===== src/rtl/alu_operand_loader.sv =====
// Assembles 32-bit operands A and B plus a 3-bit ALU_OP from 8 switches.
// Each debounced press of the enter button loads one byte.
module alu_operand_loader #(
    parameter int unsigned DB_CYCLES = 500000,
    parameter int unsigned CNT_W     = 20
) (
    input  logic        clk,
    input  logic        rst_n,
    input  logic [7:0]  SW,
    input  logic        BTN,
    output logic [31:0] A,
    output logic [31:0] B,
    output logic [2:0]  ALU_OP,
    output logic [1:0]  STAGE,
    output logic [1:0]  BYTE_IDX,
    output logic        VALID
);

    typedef enum logic [1:0] {
        LOAD_A  = 2'b00,
        LOAD_B  = 2'b01,
        LOAD_OP = 2'b10,
        DONE    = 2'b11
    } stage_t;

    localparam logic [CNT_W-1:0] CNT_MAX = CNT_W'(DB_CYCLES - 1);

    logic             s1, s2, db, db_d;
    logic [CNT_W-1:0] cnt;
    logic             enter;

    stage_t      stage, stage_nxt;
    logic [1:0]  idx_nxt;
    logic [31:0] a_nxt, b_nxt;
    logic [2:0]  op_nxt;
    logic        valid_nxt;

    // db only follows s2 after it has differed for DB_CYCLES consecutive clocks
    always_ff @(posedge clk or negedge rst_n) begin
        if (!rst_n) begin
            s1   <= 1'b0;
            s2   <= 1'b0;
            db   <= 1'b0;
            db_d <= 1'b0;
            cnt  <= '0;
        end else begin
            s1   <= BTN;
            s2   <= s1;
            db_d <= db;
            if (s2 == db) begin
                cnt <= '0;
            end else if (cnt == CNT_MAX) begin
                db  <= s2;
                cnt <= '0;
            end else begin
                cnt <= cnt + 1'b1;
            end
        end
    end

    assign enter = db & ~db_d;

    always_ff @(posedge clk or negedge rst_n) begin
        if (!rst_n) begin
            stage    <= LOAD_A;
            BYTE_IDX <= '0;
            A        <= '0;
            B        <= '0;
            ALU_OP   <= '0;
            VALID    <= 1'b0;
        end else begin
            stage    <= stage_nxt;
            BYTE_IDX <= idx_nxt;
            A        <= a_nxt;
            B        <= b_nxt;
            ALU_OP   <= op_nxt;
            VALID    <= valid_nxt;
        end
    end

    always_comb begin
        stage_nxt = stage;
        idx_nxt   = BYTE_IDX;
        a_nxt     = A;
        b_nxt     = B;
        op_nxt    = ALU_OP;
        valid_nxt = VALID;
        if (enter) begin
            unique case (stage)
                LOAD_A: begin
                    a_nxt[{BYTE_IDX, 3'b000} +: 8] = SW;
                    idx_nxt = BYTE_IDX + 2'd1;
                    if (BYTE_IDX == 2'd3) stage_nxt = LOAD_B;
                end
                LOAD_B: begin
                    b_nxt[{BYTE_IDX, 3'b000} +: 8] = SW;
                    idx_nxt = BYTE_IDX + 2'd1;
                    if (BYTE_IDX == 2'd3) stage_nxt = LOAD_OP;
                end
                LOAD_OP: begin
                    op_nxt    = SW[2:0];
                    stage_nxt = DONE;
                    valid_nxt = 1'b1;
                end
                DONE: begin
                    stage_nxt = LOAD_A;
                    idx_nxt   = '0;
                    valid_nxt = 1'b0;
                end
                default: stage_nxt = LOAD_A;
            endcase
        end
    end

    assign STAGE = stage;

endmodule

===== config.mk =====
export PLATFORM = sky130hd
export DESIGN_NAME = alu_operand_loader
export DESIGN_NICKNAME = d
export VERILOG_FILES = /design/src/rtl/alu_operand_loader.sv
export SDC_FILE = /design/constraint.sdc
export NUM_CORES = 1
export LEC_CHECK = 0
export CAP_MARGIN = 20
export CORE_ASPECT_RATIO = 0.7
export CORE_MARGIN = 2
export CORE_UTILIZATION = 40
export CTS_BUF_LIST = sky130_fd_sc_hd__clkbuf_16
export DETAILED_ROUTE_END_ITERATION = 8
export GPL_TIMING_DRIVEN = 1
export PLACE_DENSITY = 0.75
export SLEW_MARGIN = 15
export SYNTH_ARGS = -nofsm -noshare
export SYNTH_HDL_FRONTEND = slang
export SYNTH_SLANG_ARGS = --single-unit

===== constraint.sdc =====
create_clock -name clk -period 2.48 [get_ports clk]
set_input_delay 0.496 -clock clk [delete_from_list [all_inputs] [get_ports clk]]
set_output_delay 0.496 -clock clk [all_outputs]
set_load 0.02 [all_outputs]

# Word level (Yosys, flattened, before mapping)
# Index checks and enable logic that the tools add are counted.
[word_totals]
reg_bits = 96
latchBits = 0
ramBits = 0
mem_bits_ro = 0
in_bits = 11
output_inout_bits = 72
elab_cells = 47
mem_count = 0
[classes]
add_sub_neg = 3
mul = 0
n_div = 0
magnitude_cmp = 0
eq_ne = 8
shift = 2
n_mux = 9
n_bitwise = 3
reduce_logical = 11
[ops]
columns = ["op", "n"]
rows = [
  ["$bwmux W32", 2],
  ["$mux W20", 2],
  ["$shift A8 B7 Y32 const A", 1],
  ["$shiftx A8 B7 Y32", 1],
  ["$add A20 B1 Y20 const B", 1],
  ["$eq A20 B19 Y1 const B", 1],
  ["$reduce_and A2 Y1", 6],
  ["$pmux W2 S4", 1],
  ["$neg A5 Y7", 1],
  ["$eq A2 B2 Y1 const B", 3],
  ["$mux W2", 2],
  ["$ne A2 B2 Y1 const B", 2],
  ["$pmux W2 S2", 1],
  ["$reduce_bool A2 Y1", 2],
  ["$reduce_and A3 Y1", 1],
  ["$add A2 B1 Y2 const B", 1],
  ["$eq A2 B1 Y1 const B", 1],
  ["$logic_not A2 Y1", 1],
  ["$not A1 Y1", 2],
  ["$pmux W1 S2", 1],
  ["$reduce_or A2 Y1", 1],
  ["$and A1 B1 Y1", 1],
  ["$eq A1 B1 Y1", 1],
]

# Logic depth before layout (Yosys ltp)
[logic_depth]
depth_word = 4
mapped_depth = 6
depth_no_buf = 6

# Least setup slack after synthesis
# Ideal clock, no wire load.
[synth_timing]
path_kind = "register to register"
startpoint = "reg BYTE_IDX[0]"
endpoint = "reg B[15]"
setup_ps = 83
arrival_ps = 1834
path_slack_ps = 563
stages_incl_launch_ff = 7
path_buffers = 1
cell_sequence = "dfrtp_1 > inv_1 > ha_1 > clkbuf_1 > nor3b_1 > nand2_1 > o21ai_0"
[synth_via]
elab_chain_len = 3
[synth_lines]
columns = ["item", "line", "rtl"]
rows = [
  ["from (decl)", "15", "output logic [1:0] BYTE_IDX,"],
  ["from (signal assigned)", "73", "BYTE_IDX <= idx_nxt;"],
  ["$neg A5 Y7 (*)", "96", "b_nxt[{BYTE_IDX, 3'b000} +: 8] = SW;"],
  ["$shiftx A8 B7 Y32 or $shift A8 B7 Y32 (tied branches)", "96", ""],
  ["$bwmux W32 (*)", "96", ""],
  ["to (signal assigned)", "75", "B <= b_nxt;"],
  ["to (decl)", "12", "output logic [31:0] B,"],
]
# Every way passes the cells marked *; elsewhere a longest branch is shown, timed or not.
# A chain may end at the register's enable or synchronous reset.

# Worst setup path in the final report
[layout_timing]
startpoint = "reg BYTE_IDX[0]"
endpoint = "out BYTE_IDX[0]"
# No word-level cell between the ends.

==> results.sh <==
export IMPL_vdd_ir_drop_max_v=0.000395
export IMPL_finalNetCount=487
export IMPL_layout_min_cycle_time_ns=1.99
export IMPL_n_antenna_cell=0
export IMPL_antenna_found_initial=0
export IMPL_synth_edff_count=0
export IMPL_arrival_ns=1.50
export IMPL_hold_path_class="input port to async pin"
export IMPL_wl_per_cell_um=15.3
export IMPL_relSlewSlack_pct=62.4
export IMPL_worstPathRequired_ns=1.98
export IMPL_crit_family="buffers and inverters"
export IMPL_syn_inst=379
export IMPL_cts_buffers=9
export IMPL_die_height_um=87.8
export IMPL_combPwrFrac_pct=3.1
export IMPL_ys_warn_count=0
export IMPL_rsz0062_at_grt="no"
export IMPL_syn2layout_area_growth_pct=31.6
export IMPL_fin_setup_tns_ns=0
export IMPL_reg2reg_from="BYTE_IDX[0]"
export IMPL_drive_gt1_share_pct=7.84
export IMPL_drc=0
export IMPL_crit_end="BYTE_IDX[0]"
export IMPL_die_w_um=124
export IMPL_port_buffer_count=82
export IMPL_grt_max_degree=97
export IMPL_die_area_um2=10900
export IMPL_yosysSeqAreaShare_pct=59.8
export IMPL_fin_util_pct=54.4
export IMPL_clk_latency_ns=0.34
export IMPL_hold_viol_final=0
export IMPL_hpwl_mm=6.62
export IMPL_post_place_ws_ns=0.621
export IMPL_clk_pin_slew_ns=0.07
export IMPL_fin_area_um2=5290
export IMPL_use_met3_pct=5.27
export IMPL_reg2reg_slack_ns=0.60
export IMPL_cp_depth=1
export IMPL_tightest_slew_ns=0.562
export IMPL_core_um2=9720
export IMPL_grt_pass1_wl_mm=15.1
export IMPL_p_per_area_nw_per_um2=567
export IMPL_synth_ff_type="dfrtp_1"
export IMPL_yosysTopAreaCell="dfrtp_1"
export IMPL_ios=83
export IMPL_setup_ws_ns=0.488
export IMPL_worstSetupStartpoint="BYTE_IDX[0]"
export IMPL_maxCapViolations=0
export IMPL_cp_end_kind="output port"
export IMPL_postRouteAntennaNets=0
export IMPL_power_net_switching_mw=0.695
export IMPL_fin_hold_ws_ns=0.185
export IMPL_r2r_end="B[3]"
export IMPL_crit_path_start_kind="flip-flop"
export IMPL_root_buffer="clkbuf_16"
export IMPL_top_usage_layer="met2"
export IMPL_max_freq_ghz=0.502
export IMPL_vias=3042
export IMPL_drt_iter0_drc=231
export IMPL_rows=30
export IMPL_syn_area_um2=4020
export IMPL_slew_viol_final=0
export IMPL_outcome="complete, no violations"
export IMPL_grt_use_met2_pct=27.3
export IMPL_track_usage_pct=18.3
export IMPL_syn_nets=399
export IMPL_p_leak_nw=2.33
export IMPL_placed_area_um2=5000
export IMPL_ff2ff_path_depth=6
export IMPL_fin_crit_sh_pct=80.3
export IMPL_synth_top_cell_area_share_pct=59.8
export IMPL_post_cts_buffers=0
export IMPL_p_int_mw=2.30
export IMPL_ys_ff_latch=96
export IMPL_drt_total_wl_mm=9.20
export IMPL_cts_tree="done"
export IMPL_cp_max_fo=8
export IMPL_syn_area_per_cell_um2=10.6
export IMPL_clk_path_buf_depth=2
export IMPL_crit_type="flip-flop to output port"
export IMPL_cts_sinks=96
export IMPL_synth_area_leaders="dfrtp_1 (60%), nand2_1 (7.8%), o21ai_0 (6.0%)"
export IMPL_total_power_mw=3.00
export IMPL_max_stage_delay_ns=0.67
export IMPL_cts_resized=0
export IMPL_crit_slowest_cell="clkdlybuf4s50_1"
export IMPL_worstPathCellList="clkdlybuf4s50_1"
export IMPL_avgViaCountPerCell=5.07
export IMPL_gp_congestion=0.829
export IMPL_gr_total_overflow=0
export IMPL_h_tree_depth=3
export IMPL_skew_ns=0.00477
export IMPL_grt_use_met1_pct=25.8
export IMPL_placedCellCount=584
export IMPL_start_util_pct=41.3
export IMPL_path_buf_inv=1
export IMPL_swShare_pct=23.2
export IMPL_seqPwrFrac_pct=52.8
export IMPL_cts_hold_buffers=0
export IMPL_synthArstFlopShare_pct=100
export IMPL_first_global_vias=2914
export IMPL_instances_no_fill=600
export IMPL_power_frac_clock_pct=44.1
export IMPL_setup_viol=0
export IMPL_drtPass1Iterations=4
export IMPL_ys_types=39
[flip-flops by register name (all words and copies together) (netlist names)]
name,count
db_d,1
ALU_OP,3
cnt,20
s2,1
STAGE,2
B,32
s1,1
BYTE_IDX,2
db,1
VALID,1
A,32
[how the worst min path moves through the flow]
stage / depth (start not counted) / endpoint / startpoint / slack (ns)
finish: 2 / cnt[7] / rst_n / 0.18
global route: 2 / cnt[3] / rst_n / 0.23
CTS: 2 / cnt[6] / rst_n / 0.21
detailed placement: 0 / s2 / s1 / 0.33
global placement: 0 / s2 / s1 / 0.34
floorplan: 0 / ALU_OP[0] / rst_n / 0.20
[power groups by stage]
stage               logic, mW  clock network, mW  registers (mW)
floorplan              0.0205                  0            1.61
global placement       0.0933                  0            1.61
detailed placement     0.0948                  0            1.61
CTS                    0.0949               1.35            1.58
global route            0.103               1.43            1.58
finish                 0.0921               1.32            1.58
[layout by cell type (no fill, tap or decap), types with 2 or more instances in the layout]
| master | synthesis | routed |
|---|---|---|
| clkbuf_16 | 0 | 9 |
| xor2_1 | 4 | 4 |
| xnor2_1 | 12 | 12 |
| nor2_1 | 22 | 22 |
| clkdlybuf4s50_1 | 0 | 81 |
| a21oi_1 | 4 | 4 |
| inv_6 | 0 | 3 |
| or4_1 | 2 | 2 |
| and2_1 | 2 | 2 |
| buf_4 | 0 | 6 |
| o31ai_1 | 3 | 3 |
| nor2b_1 | 2 | 2 |
| nand2b_1 | 2 | 2 |
| o21ai_0 | 48 | 48 |
| nand2_1 | 83 | 83 |
| nand4_1 | 2 | 2 |
| or3_1 | 2 | 2 |
| dfrtp_1 | 96 | 96 |
| nor4_1 | 5 | 5 |
| nor3b_1 | 2 | 2 |
| nor3_1 | 7 | 7 |
| a22o_1 | 16 | 16 |
| ha_1 | 9 | 9 |
| mux2_2 | 5 | 5 |
| inv_1 | 8 | 8 |
| nand4_2 | 3 | 3 |
| nand3_1 | 16 | 16 |
| clkinvlp_4 | 0 | 2 |
[layer usage]
layer  vias up  routed length [µm]
met5         -                   0
met4         0                 120
met3         9                 686
met2        81                4170
met1      1480                4220
li1       1472                   -
[Yosys cell counts (2+ instances only)]
master and instances:
nand3_1 16, inv_1 8, ha_1 9, buf_2 3
a21oi_1 4, nand2b_1 2, mux2_2 5, nand4_2 3
nor3_1 7, xor2_1 4, nand4_1 2, nand2_1 83
xnor2_1 12, o21ai_0 48, clkbuf_1 7, dfrtp_1 96
or3_1 2, and2_1 2, nor3b_1 2, or4_1 2
nor4_1 5, a22o_1 16, o31ai_1 3, nor2b_1 2
nor2_1 22
[logic make-up after synthesis]
logic type,share of synthesized area (%)
XOR/XNOR,3.49
multiplexers,1.40
adder cells (fa/ha/maj),2.80
buffers and inverters,2.06
AO/OA/AOI/OAI,12.0
flip-flops,59.8
AND/OR/NAND/NOR,18.4
[area by class of cell]
| type | count | area [µm²] |
|---|---|---|
| Clock buffer | 9 | 225 |
| Inverter | 8 | 30.0 |
| Clock inverter | 7 | 61.3 |
| Fill cell | 823 | 4440 |
| Sequential cell | 96 | 2400 |
| Multi-Input combinational cell | 264 | 1530 |
| Tap cell | 128 | 160 |
| Timing Repair Buffer | 88 | 876 |
No activity file was read; power rests on OpenSTA's default activity.
